File: src/rtl/i2c_log_scheduler.sv
// Round-robin scheduler feeding one I2C frame logger from NUM_CH newest-sample slots.
// Strobe 2 clks after req_valid when idle; no backpressure to sources, overwritten samples are counted.
module i2c_log_scheduler #(
   parameter int NUM_CH       = 4,
   parameter int MIN_GAP      = 27000,
   parameter int BUSY_TIMEOUT = 8192
) (
   input  logic                      clk,
   input  logic                      resetn,
   input  logic                      enable,
   input  logic [NUM_CH-1:0]         req_valid,
   input  logic [NUM_CH*8-1:0]       req_page,
   input  logic [NUM_CH*16-1:0]      req_value,
   input  logic                      clr_status,
   input  logic                      log_busy,
   output logic                      log_new_sample,
   output logic [7:0]                log_page,
   output logic [15:0]               log_value,
   output logic [$clog2(NUM_CH)-1:0] grant_ch,
   output logic                      sched_busy,
   output logic [NUM_CH-1:0]         ovf_flags,
   output logic                      timeout_err,
   output logic [15:0]               drop_cnt,
   output logic [15:0]               sent_cnt
);

   localparam int CW      = $clog2(NUM_CH);
   localparam int CNT_MAX = (MIN_GAP > BUSY_TIMEOUT) ? MIN_GAP : BUSY_TIMEOUT;
   localparam int CNTW    = $clog2(CNT_MAX + 1);
   localparam logic [CNTW-1:0] TO_LAST  = CNTW'(BUSY_TIMEOUT - 1);
   localparam logic [CNTW-1:0] GAP_LAST = (MIN_GAP > 0) ? CNTW'(MIN_GAP - 1) : '0;

   typedef enum logic [1:0] {S_IDLE, S_WAIT_BUSY, S_WAIT_DONE, S_GAP} state_t;

   state_t            state, state_nxt;
   logic [CNTW-1:0]   cnt, cnt_nxt;
   logic [NUM_CH-1:0] pend;
   logic [7:0]        slot_page  [NUM_CH];
   logic [15:0]       slot_value [NUM_CH];
   logic [CW-1:0]     last_grant;
   logic [CW-1:0]     pick;
   logic              pick_vld;
   logic              grant;
   logic              to_set;
   logic [NUM_CH-1:0] grant_mask;
   logic [NUM_CH-1:0] ovf_set;
   logic [3:0]        n_drop;
   logic [16:0]       drop_sum;
   logic [15:0]       drop_nxt;

   // first pending channel after the last one served
   always_comb begin
      pick     = '0;
      pick_vld = 1'b0;
      for (int k = 1; k <= NUM_CH; k++) begin
         if (!pick_vld && pend[(int'(last_grant) + k) % NUM_CH]) begin
            pick     = CW'((int'(last_grant) + k) % NUM_CH);
            pick_vld = 1'b1;
         end
      end
   end

   assign grant = (state == S_IDLE) && enable && pick_vld && !log_busy;

   always_comb begin
      state_nxt = state;
      cnt_nxt   = cnt;
      to_set    = 1'b0;
      case (state)
         S_IDLE: begin
            cnt_nxt = '0;
            if (grant) state_nxt = S_WAIT_BUSY;
         end
         S_WAIT_BUSY: begin
            cnt_nxt = cnt + 1'b1;
            if (log_busy) begin
               state_nxt = S_WAIT_DONE;
               cnt_nxt   = '0;
            end else if (cnt == TO_LAST) begin
               to_set    = 1'b1;
               cnt_nxt   = '0;
               state_nxt = (MIN_GAP == 0) ? S_IDLE : S_GAP;
            end
         end
         S_WAIT_DONE: begin
            cnt_nxt = '0;
            if (!log_busy) state_nxt = (MIN_GAP == 0) ? S_IDLE : S_GAP;
         end
         S_GAP: begin
            if (cnt == GAP_LAST) begin
               state_nxt = S_IDLE;
               cnt_nxt   = '0;
            end else begin
               cnt_nxt = cnt + 1'b1;
            end
         end
         default: state_nxt = S_IDLE;
      endcase
   end

   // a sample arriving in its own grant clk replaces nothing that is lost
   always_comb begin
      grant_mask = '0;
      if (grant) grant_mask[pick] = 1'b1;
      ovf_set = req_valid & pend & ~grant_mask;
      n_drop  = '0;
      for (int i = 0; i < NUM_CH; i++) n_drop = n_drop + 4'(ovf_set[i]);
      drop_sum = {1'b0, (clr_status ? 16'h0000 : drop_cnt)} + 17'(n_drop);
      drop_nxt = drop_sum[16] ? 16'hFFFF : drop_sum[15:0];
   end

   always_ff @(posedge clk or negedge resetn) begin
      if (!resetn) begin
         state          <= S_IDLE;
         cnt            <= '0;
         pend           <= '0;
         last_grant     <= CW'(NUM_CH - 1);
         log_new_sample <= 1'b0;
         log_page       <= '0;
         log_value      <= '0;
         grant_ch       <= '0;
         sched_busy     <= 1'b0;
         ovf_flags      <= '0;
         timeout_err    <= 1'b0;
         drop_cnt       <= '0;
         sent_cnt       <= '0;
         for (int i = 0; i < NUM_CH; i++) begin
            slot_page[i]  <= '0;
            slot_value[i] <= '0;
         end
      end else begin
         state          <= state_nxt;
         cnt            <= cnt_nxt;
         sched_busy     <= (state_nxt != S_IDLE);
         log_new_sample <= grant;
         if (grant) begin
            log_page   <= slot_page[pick];
            log_value  <= slot_value[pick];
            grant_ch   <= pick;
            last_grant <= pick;
            sent_cnt   <= sent_cnt + 16'd1;
         end
         for (int i = 0; i < NUM_CH; i++) begin
            if (req_valid[i]) begin
               slot_page[i]  <= req_page[8*i +: 8];
               slot_value[i] <= req_value[16*i +: 16];
            end
         end
         pend        <= (pend & ~grant_mask) | req_valid;
         ovf_flags   <= (clr_status ? '0 : ovf_flags) | ovf_set;
         timeout_err <= (timeout_err & ~clr_status) | to_set;
         drop_cnt    <= drop_nxt;
      end
   end

endmodule

File: config.mk
export PLATFORM = sky130hd
export DESIGN_NAME = i2c_log_scheduler
export DESIGN_NICKNAME = d
export VERILOG_FILES = /design/src/rtl/i2c_log_scheduler.sv
export SDC_FILE = /design/constraint.sdc
export NUM_CORES = 1
export LEC_CHECK = 0
export CAP_MARGIN = 15
export CORE_UTILIZATION = 40
export DETAILED_ROUTE_END_ITERATION = 8
export GPL_ROUTABILITY_DRIVEN = 0
export GPL_TIMING_DRIVEN = 0
export PLACE_DENSITY_LB_ADDON = 0.2
export RECOVER_POWER = 100
export SLEW_MARGIN = 25
export SYNTH_ARGS = -nofsm -noshare
export SYNTH_HDL_FRONTEND = slang
export SYNTH_SLANG_ARGS = --single-unit
export TNS_END_PERCENT = 5
File: constraint.sdc
create_clock -name clk -period 4.8 [get_ports clk]
set_input_delay 0.72 -clock clk [delete_from_list [all_inputs] [get_ports clk]]
set_output_delay 0.72 -clock clk [all_outputs]
set_load 0.005 [all_outputs]
==> metrics.cfg, run 1 <==
[power_and_ir_drop]
ir_drop_uv=232
leakagePower_nw=4.74
pwr_density_cell_nw_per_um2=334
finalPower_mw=3.60

[final_layout]
final_core_util=0.534
layout.nets=974
fin_area_um2=10800
antenna_cells=0
drive_above_1_share=0.169
syn_to_final_growth_pct=30.9

[global_routing]
grt-ovfl-total=0
grt_pass1_wl_mm=31.8
grt_max_degree=91
grt_usage=0.194
grt_pass1_vias=6046
antenna_found_initial=1

[drt]
drt-total-wl_mm=19.7
drc=0
ant_nets=0
wire_per_inst_um=17.2
vias=5914
routed_via_density=5.16
first_pass_iters=4
drt_iter0_drc=215

[flow_run]
maxCapViolCount=2

[synthesis]
synth_edf_count=0
syn_avg_cell_area_um2=12.2
synth-async-reset-ratio=1.00
synth_ff_type=dfrtp_1
netlist_area_um2=8230
yosysSeqAreaShare=0.560
synth_cell_types=60
synthCells=676
yosys_warnings=0
syn-num-nets=787
synth_seq_cells=184

[sta]
fin_skew_ns=0.0122
fin_ws_ns=0.303
setup_viol=0
worst_pin_slew_ns=2.23
rsz0062_at_grt=false
relSlewSlack=-0.486
period_share=0.937
hold_viol=0
fin_setup_tns_ns=0
report.final.slew_viol_count=168
maxClockFrequency_mhz=222
period_minus_slack_ns=4.50

[critical_path]
start_kind=input pin
cp-end-kind=flip-flop
worst_ep_required_time_ns=5.14
r2r_cells=14
r2r_slack_ns=0.43
cpMostUsedCell=fa_1
crit_arrival_ns=4.83
worstPathCellList=clkdlybuf4s50_1 -> or4b_1 -> buf_2 -> a21o_1 -> inv_2 -> nand3b_1 -> buf_2 -> o211ai_2 -> fa_1 -> fa_1 -> inv_1 -> fa_1 -> and4_1 -> clkbuf_1 -> nand4_1 -> clkbuf_2 -> o21ai_0
cp_max_fo=10
path_class=input pin to flip-flop
r2r_end=drop_cnt[9]
worst_path_max_delay_cell=or4b_1
rr_startpoint=last_grant[1]
critPathMaxStageDelay_ns=0.47

[placed_design]
dp_hpwl_mm=14.2
portBuffers=165
pre_cts_slack_ns=-0.344
post_dp_cell_area_um2=10300

[floorplan]
die_h_um=145
start_util=0.408
pin_count=170
die-area_um2=21100
rows=52
die_w_um=145
coreArea_um2=20200

[cts]
root_buffer=clkbuf_16
clockBufferDepth=2
ctsHoldBuffers=0
clk_pin_slew_worst_paths_ns=0.07
cts.sinks=184
cts-htree-levels=4
cts_buffers=17
tritoncts=built
clk_latency_ns=0.43

[status]
status=finished with violations
violations=capacitance limit, slew limit

[hold_path]
hold_class=input pin to asynchronous set/reset pin

## where the power goes
group	internal (mW)	leakage [nW]	switching (mW)	total [mW]
sequential	1.68	2.25	0.0857	1.77
combinational	0.266	2.21	0.188	0.453
clock	0.697	0.282	0.682	1.38
## critical path: cells and delay by family
family,cells,cell delay [ns]
and+or+nand+nor,4,0.96
AOI/OAI and AO/OA,3,0.52
buffers and inverters,7,1.47
adders and majority gates,3,1.15
## synthesized netlist by cell type, drive strengths merged (3+ instances only)
master | instances | area [µm²]
clkbuf | 19 | 71.3
o21ai | 18 | 90.1
o211ai | 6 | 55.1
a221oi | 24 | 210
xor2 | 15 | 131
mux2i | 26 | 260
mux2 | 96 | 1080
a211oi | 24 | 180
o311ai | 3 | 26.3
and3 | 31 | 194
nand3 | 17 | 85.1
nor2 | 59 | 224
xnor2 | 23 | 201
nor2b | 8 | 50.1
a21oi | 4 | 31.3
inv | 15 | 56.3
ha | 3 | 37.5
dfrtp | 182 | 4550
buf | 20 | 105
nand2b | 7 | 43.8
nand4 | 7 | 43.8
fa | 3 | 60.1
nand2 | 32 | 120
## metal layers
metal,part of all wire,vias to the layer above,GRT usage
li1,-,2795,-
met4,0.0068,2,0.0558
met5,0.00056,-,0
met1,0.46,2969,0.259
met2,0.48,142,0.308
met3,0.056,6,0.0552
## cells in the final DEF, fill, tap and decap left out, types with 5 or more instances in the layout
cell type and instances:
a211oi_1 24, a221oi_1 24, and3_1 31, buf_2 6, clkbuf_1 32, clkbuf_16 17
clkdlybuf4s50_1 99, dfrtp_1 182, dlygate4sd3_1 65, inv_1 14, inv_6 7, mux2_2 96
mux2i_1 26, nand2_1 32, nand2b_1 7, nand3_1 17, nand4_1 7, nor2_1 59
nor2b_1 8, o211ai_1 5, o21ai_0 16, xnor2_1 23, xor2_1 15
## cells by family (layout without fill, tap and decap cells)
family	count (synthesis)	after routing	synth area share
DFF	184	184	0.560
and+or+nand+nor	178	178	0.110
muxes	122	122	0.163
adders and majority gates	6	6	0.0119
buffers and inverters	54	254	0.0283
AOI/OAI and AO/OA	94	94	0.0866
xor gates and xnor gates	38	38	0.0405
## worst max path at each step
stage | from | to | slack, ns | depth (start not counted)
after floorplan | log_busy | drop_cnt[10] | 0.75 | 16
after global placement | resetn | slot_value[34] | -4.91 | 1
after detailed placement | log_busy | drop_cnt[9] | -0.34 | 17
after CTS | log_busy | drop_cnt[9] | 0.09 | 17
after global routing | log_busy | drop_cnt[9] | 0.03 | 17
final | log_busy | drop_cnt[9] | 0.30 | 17
## state kept, by name, summed over array words and instances (netlist names), 4 cells and up
signal	flops
log_value	16
cnt	15
slot_page	32
slot_value	64
pend	4
sent_cnt	16
drop_cnt	16
log_page	8
ovf_flags	4
## through the flow
stage	hold WS (ns)	instances
floorplan	0.424	676
global placement	0.461	1111
detailed placement	0.468	1113
CTS	0.103	1145
global route	0.500	1146
finish	0.433	1146
## what timing repair did
action / in CTS / in global routing
endpoints found under the setup margin: 0 / 10
buffers inserted: 0 / 1
resized for setup: 0 / 2
endpoints found under the hold margin: 0 / 0
## final cells by class
cell class | instances | area (µm²)
Clock inverter | 15 | 153
Fill cell | 1812 | 9400
Sequential cell | 184 | 4610
Clock buffer | 17 | 425
Multi-Input combinational cell | 438 | 3370
Tap cell | 270 | 338
Timing Repair Buffer | 168 | 1660
Inverter | 15 | 56.3
Buffer | 39 | 163
No activity file was read; power rests on OpenSTA's default activity.
==> run 2: changes to the inputs <==
- SKIP_LAST_GASP: default -> 1
==> results of run 2 <==
No change in the layout: final DEF, timing and power equal those of run 1.
==> edit, RTL diff (config.mk and constraints of run 2) <==
Reset style: synchronous (`resetn`), changed in one clocked block.
--- a/src/rtl/i2c_log_scheduler.sv
+++ b/src/rtl/i2c_log_scheduler.sv
@@ -109,7 +109,7 @@
       drop_nxt = drop_sum[16] ? 16'hFFFF : drop_sum[15:0];
    end
 
-   always_ff @(posedge clk or negedge resetn) begin
+   always_ff @(posedge clk) begin
       if (!resetn) begin
          state          <= S_IDLE;
          cnt            <= '0;
Behaviour: differs if resetn is asserted again (counterexample within 4 cycles, from zero or initial values and one cycle with resetn low); with resetn held inactive, the same outputs for 4 cycles.
==> edit against run 2 <==
- count of clock-buffer cells in the layout is the same
- total power grew 2.4%
- routed wire length grew 16%
- design area grew 0.47%
- synthesized area grew 1.3%
- global-route usage grew 2.4 points
- setup slack gained 0.060 ns
- clock skew shrank 0.0048 ns
- sequential cell count is the same
- via count grew 4.2%
- sequential share of layout area grew 0.15 points
- critical path type is now reg2reg
- highest routed layer is now met4
==> edit: results (changes against run 2) <==
Placed design
The total of buffers placed on input and output ports is 168 (+1.8%). The placed instance count was 1149 (+3.2%). The post-placement cell area is 10400 µm² (+0.86%).

The post-DP HPWL is 15.9 mm (+12%).

Pwr
The power of the clock network is 1.43 mW (+4%). The combinational fraction of design power is 12.7%. The peak ir drop on the vdd network came to 0.216 mV (-7.0%). The static leakage is 4.46 nW (-5.9%). The total design power is 3.69 mW (+2.4%). The net switching share of the total power was 24.9% (-1.7 points).

Timing
The max-slew violation count came to 0 (-100%). The actual slew at the worst max-slew pin was 1.44 ns (-0.789 ns). The worst-case clock skew came to 0.00740 ns (-0.00480 ns).

Global route
The first-pass GRT wire length came to 35.0 mm (+10%). The global routing usage on met1 is 28.6% (+2.6 points). The met2 track demand over resource in global routing was 36.1% (+5.3 points). The number of global-route vias before repair is 6168 (+2.0%). The maximum number of pins on one net before global-route repair came to 25 (-73%). The combined global-route utilization of all metal layers came to 21.8% (+2.4 points).

The global routing usage on met3 is 4.72% (-0.80 points). The number of antenna violations at the first check in global routing came to 0 (-1).

Routing
The number of detailed-route iterations in the first pass is 5 (+1). The number of violations reported at the end of detailed-routing iteration 0 is 336 (+56%). The total routed wire length on the met1 layer came to 10.2 mm (+13%).

The met2 wirelength from detailed routing is 10.9 mm (+16%). The detailed router used layers up to and including met4. The wire length reported by the detailed router is 22.8 mm (+16%). The via-per-instance ratio is 5.22 (+1.2%). The met3 wirelength from detailed routing was 1.31 mm (+18%).

Synth
The net count after synthesis was 822 (+4.4%). The number of enable-type register cells in the synthesized netlist was 96 (+96). Among all flip-flop cells after synthesis, the most frequent one is sky130_fd_sc_hd__edfxtp_1. The sequential share of the synthesized area came to 55.7% (-0.28 points). The instance count of the mapped netlist came to 711 (+5.2%).

By count the netlist is led by 102 x sky130_fd_sc_hd__and3_1, 96 x sky130_fd_sc_hd__edfxtp_1, 88 x sky130_fd_sc_hd__dfxtp_1. The count of different cell masters after synthesis was 62 (+3.3%). By area the synthesized netlist is led by sky130_fd_sc_hd__edfxtp_1 35%, sky130_fd_sc_hd__dfxtp_1 21%, sky130_fd_sc_hd__and3_1 7.7%. The fraction of synthesis flops using an asynchronous set or reset pin was 0% (-100 points).

Clock network
The clock latency on the worst-skew pair is 0.43 ns (about the same). The clock-pin slew on the worst setup and hold paths is 0.07 ns (about the same). The number of cells upsized or downsized after cts is 0 (unchanged).

Finish
The number of nets in the layout was 1009 (+3.6%). The fraction of final layout cells with drive strength greater than 1 is 7.46% (-9.4 points). The number of cells in the finished layout apart from fillers came to 1181 (+3.1%).

Status
The run finished with clean final reports.

Setup path
The data arrival time of the worst path is 4.81 ns (-0.02 ns).

Min path
The min-delay analysis places its worst path in the category reg2reg.
## edit: cell count changes in the layout (fill, tap and decap cells not counted), moves of 33 or more
cell,change
sky130_fd_sc_hd__and3_1,+71
sky130_fd_sc_hd__nor2_1,-33
sky130_fd_sc_hd__edfxtp_1,+96
sky130_fd_sc_hd__mux2_2,-82
sky130_fd_sc_hd__dfxtp_1,+88
sky130_fd_sc_hd__dfrtp_1,-182
## edit: logic make-up after synthesis
| group | Yosys count | share of synthesized area [%] |
|---|---|---|
| AO/OA/AOI/OAI | 78 | 7.91 |
| XOR/XNOR | 36 | 3.78 |
| adder cells (fa/ha/maj) | 6 | 1.17 |
| buffers and inverters | 59 | 3.44 |
| flip-flops | 184 | 55.7 |
| multiplexers | 63 | 7.78 |
| AND/OR/NAND/NOR | 285 | 20.2 |
## edit: worst max-delay path: stages, from the launching register on
cell and delay [ns]:
sky130_fd_sc_hd__dfxtp_1 0.37, sky130_fd_sc_hd__o21a_1 0.24, sky130_fd_sc_hd__a211oi_4 0.47, sky130_fd_sc_hd__and2b_1 0.24
sky130_fd_sc_hd__a21boi_1 0.27, sky130_fd_sc_hd__nand2_1 0.13, sky130_fd_sc_hd__fa_1 0.52, sky130_fd_sc_hd__fa_1 0.43
sky130_fd_sc_hd__inv_1 0.09, sky130_fd_sc_hd__fa_1 0.25, sky130_fd_sc_hd__nand2_1 0.10, sky130_fd_sc_hd__nor4_2 0.35
sky130_fd_sc_hd__nor3b_2 0.44, sky130_fd_sc_hd__clkbuf_2 0.32, sky130_fd_sc_hd__o21a_1 0.16
## edit: path summary, 6_finish.rpt
path / startpoint / endpoint / slack (ns) / depth (start not counted)
max: pend[1]$_SDFF_PN0_ / drop_cnt[8]$_SDFF_PN0_ / 0.36 / 14
min: cnt[0]$_SDFF_PN0_ / cnt[0]$_SDFF_PN0_ / 0.46 / 1
max reg2reg: pend[1]$_SDFF_PN0_ / drop_cnt[8]$_SDFF_PN0_ / 0.36 / 14
min reg2reg: cnt[0]$_SDFF_PN0_ / cnt[0]$_SDFF_PN0_ / 0.46 / 1
## edit: stage by stage
stage	utilization, %	worst slack, ns	setup TNS, ns
floorplan	-	1.07	0
global placement	51.0	-0.0571	-0.484
detailed placement	51.1	-0.0562	-0.411
CTS	54.0	0.361	0
global route	53.3	0.0446	0
finish	53.3	0.363	0
## edit: layout make-up
| class | instances | area [µm²] |
|---|---|---|
| fillers | 1837 | 9480 |
| well taps | 270 | 338 |
| multi-input cells | 468 | 3290 |
| repair buffers | 168 | 1680 |
| flip-flops and latches | 184 | 4640 |
| clock inverters | 15 | 165 |
| plain buffers | 46 | 223 |
| clock buffers | 17 | 425 |
| inverters | 13 | 48.8 |
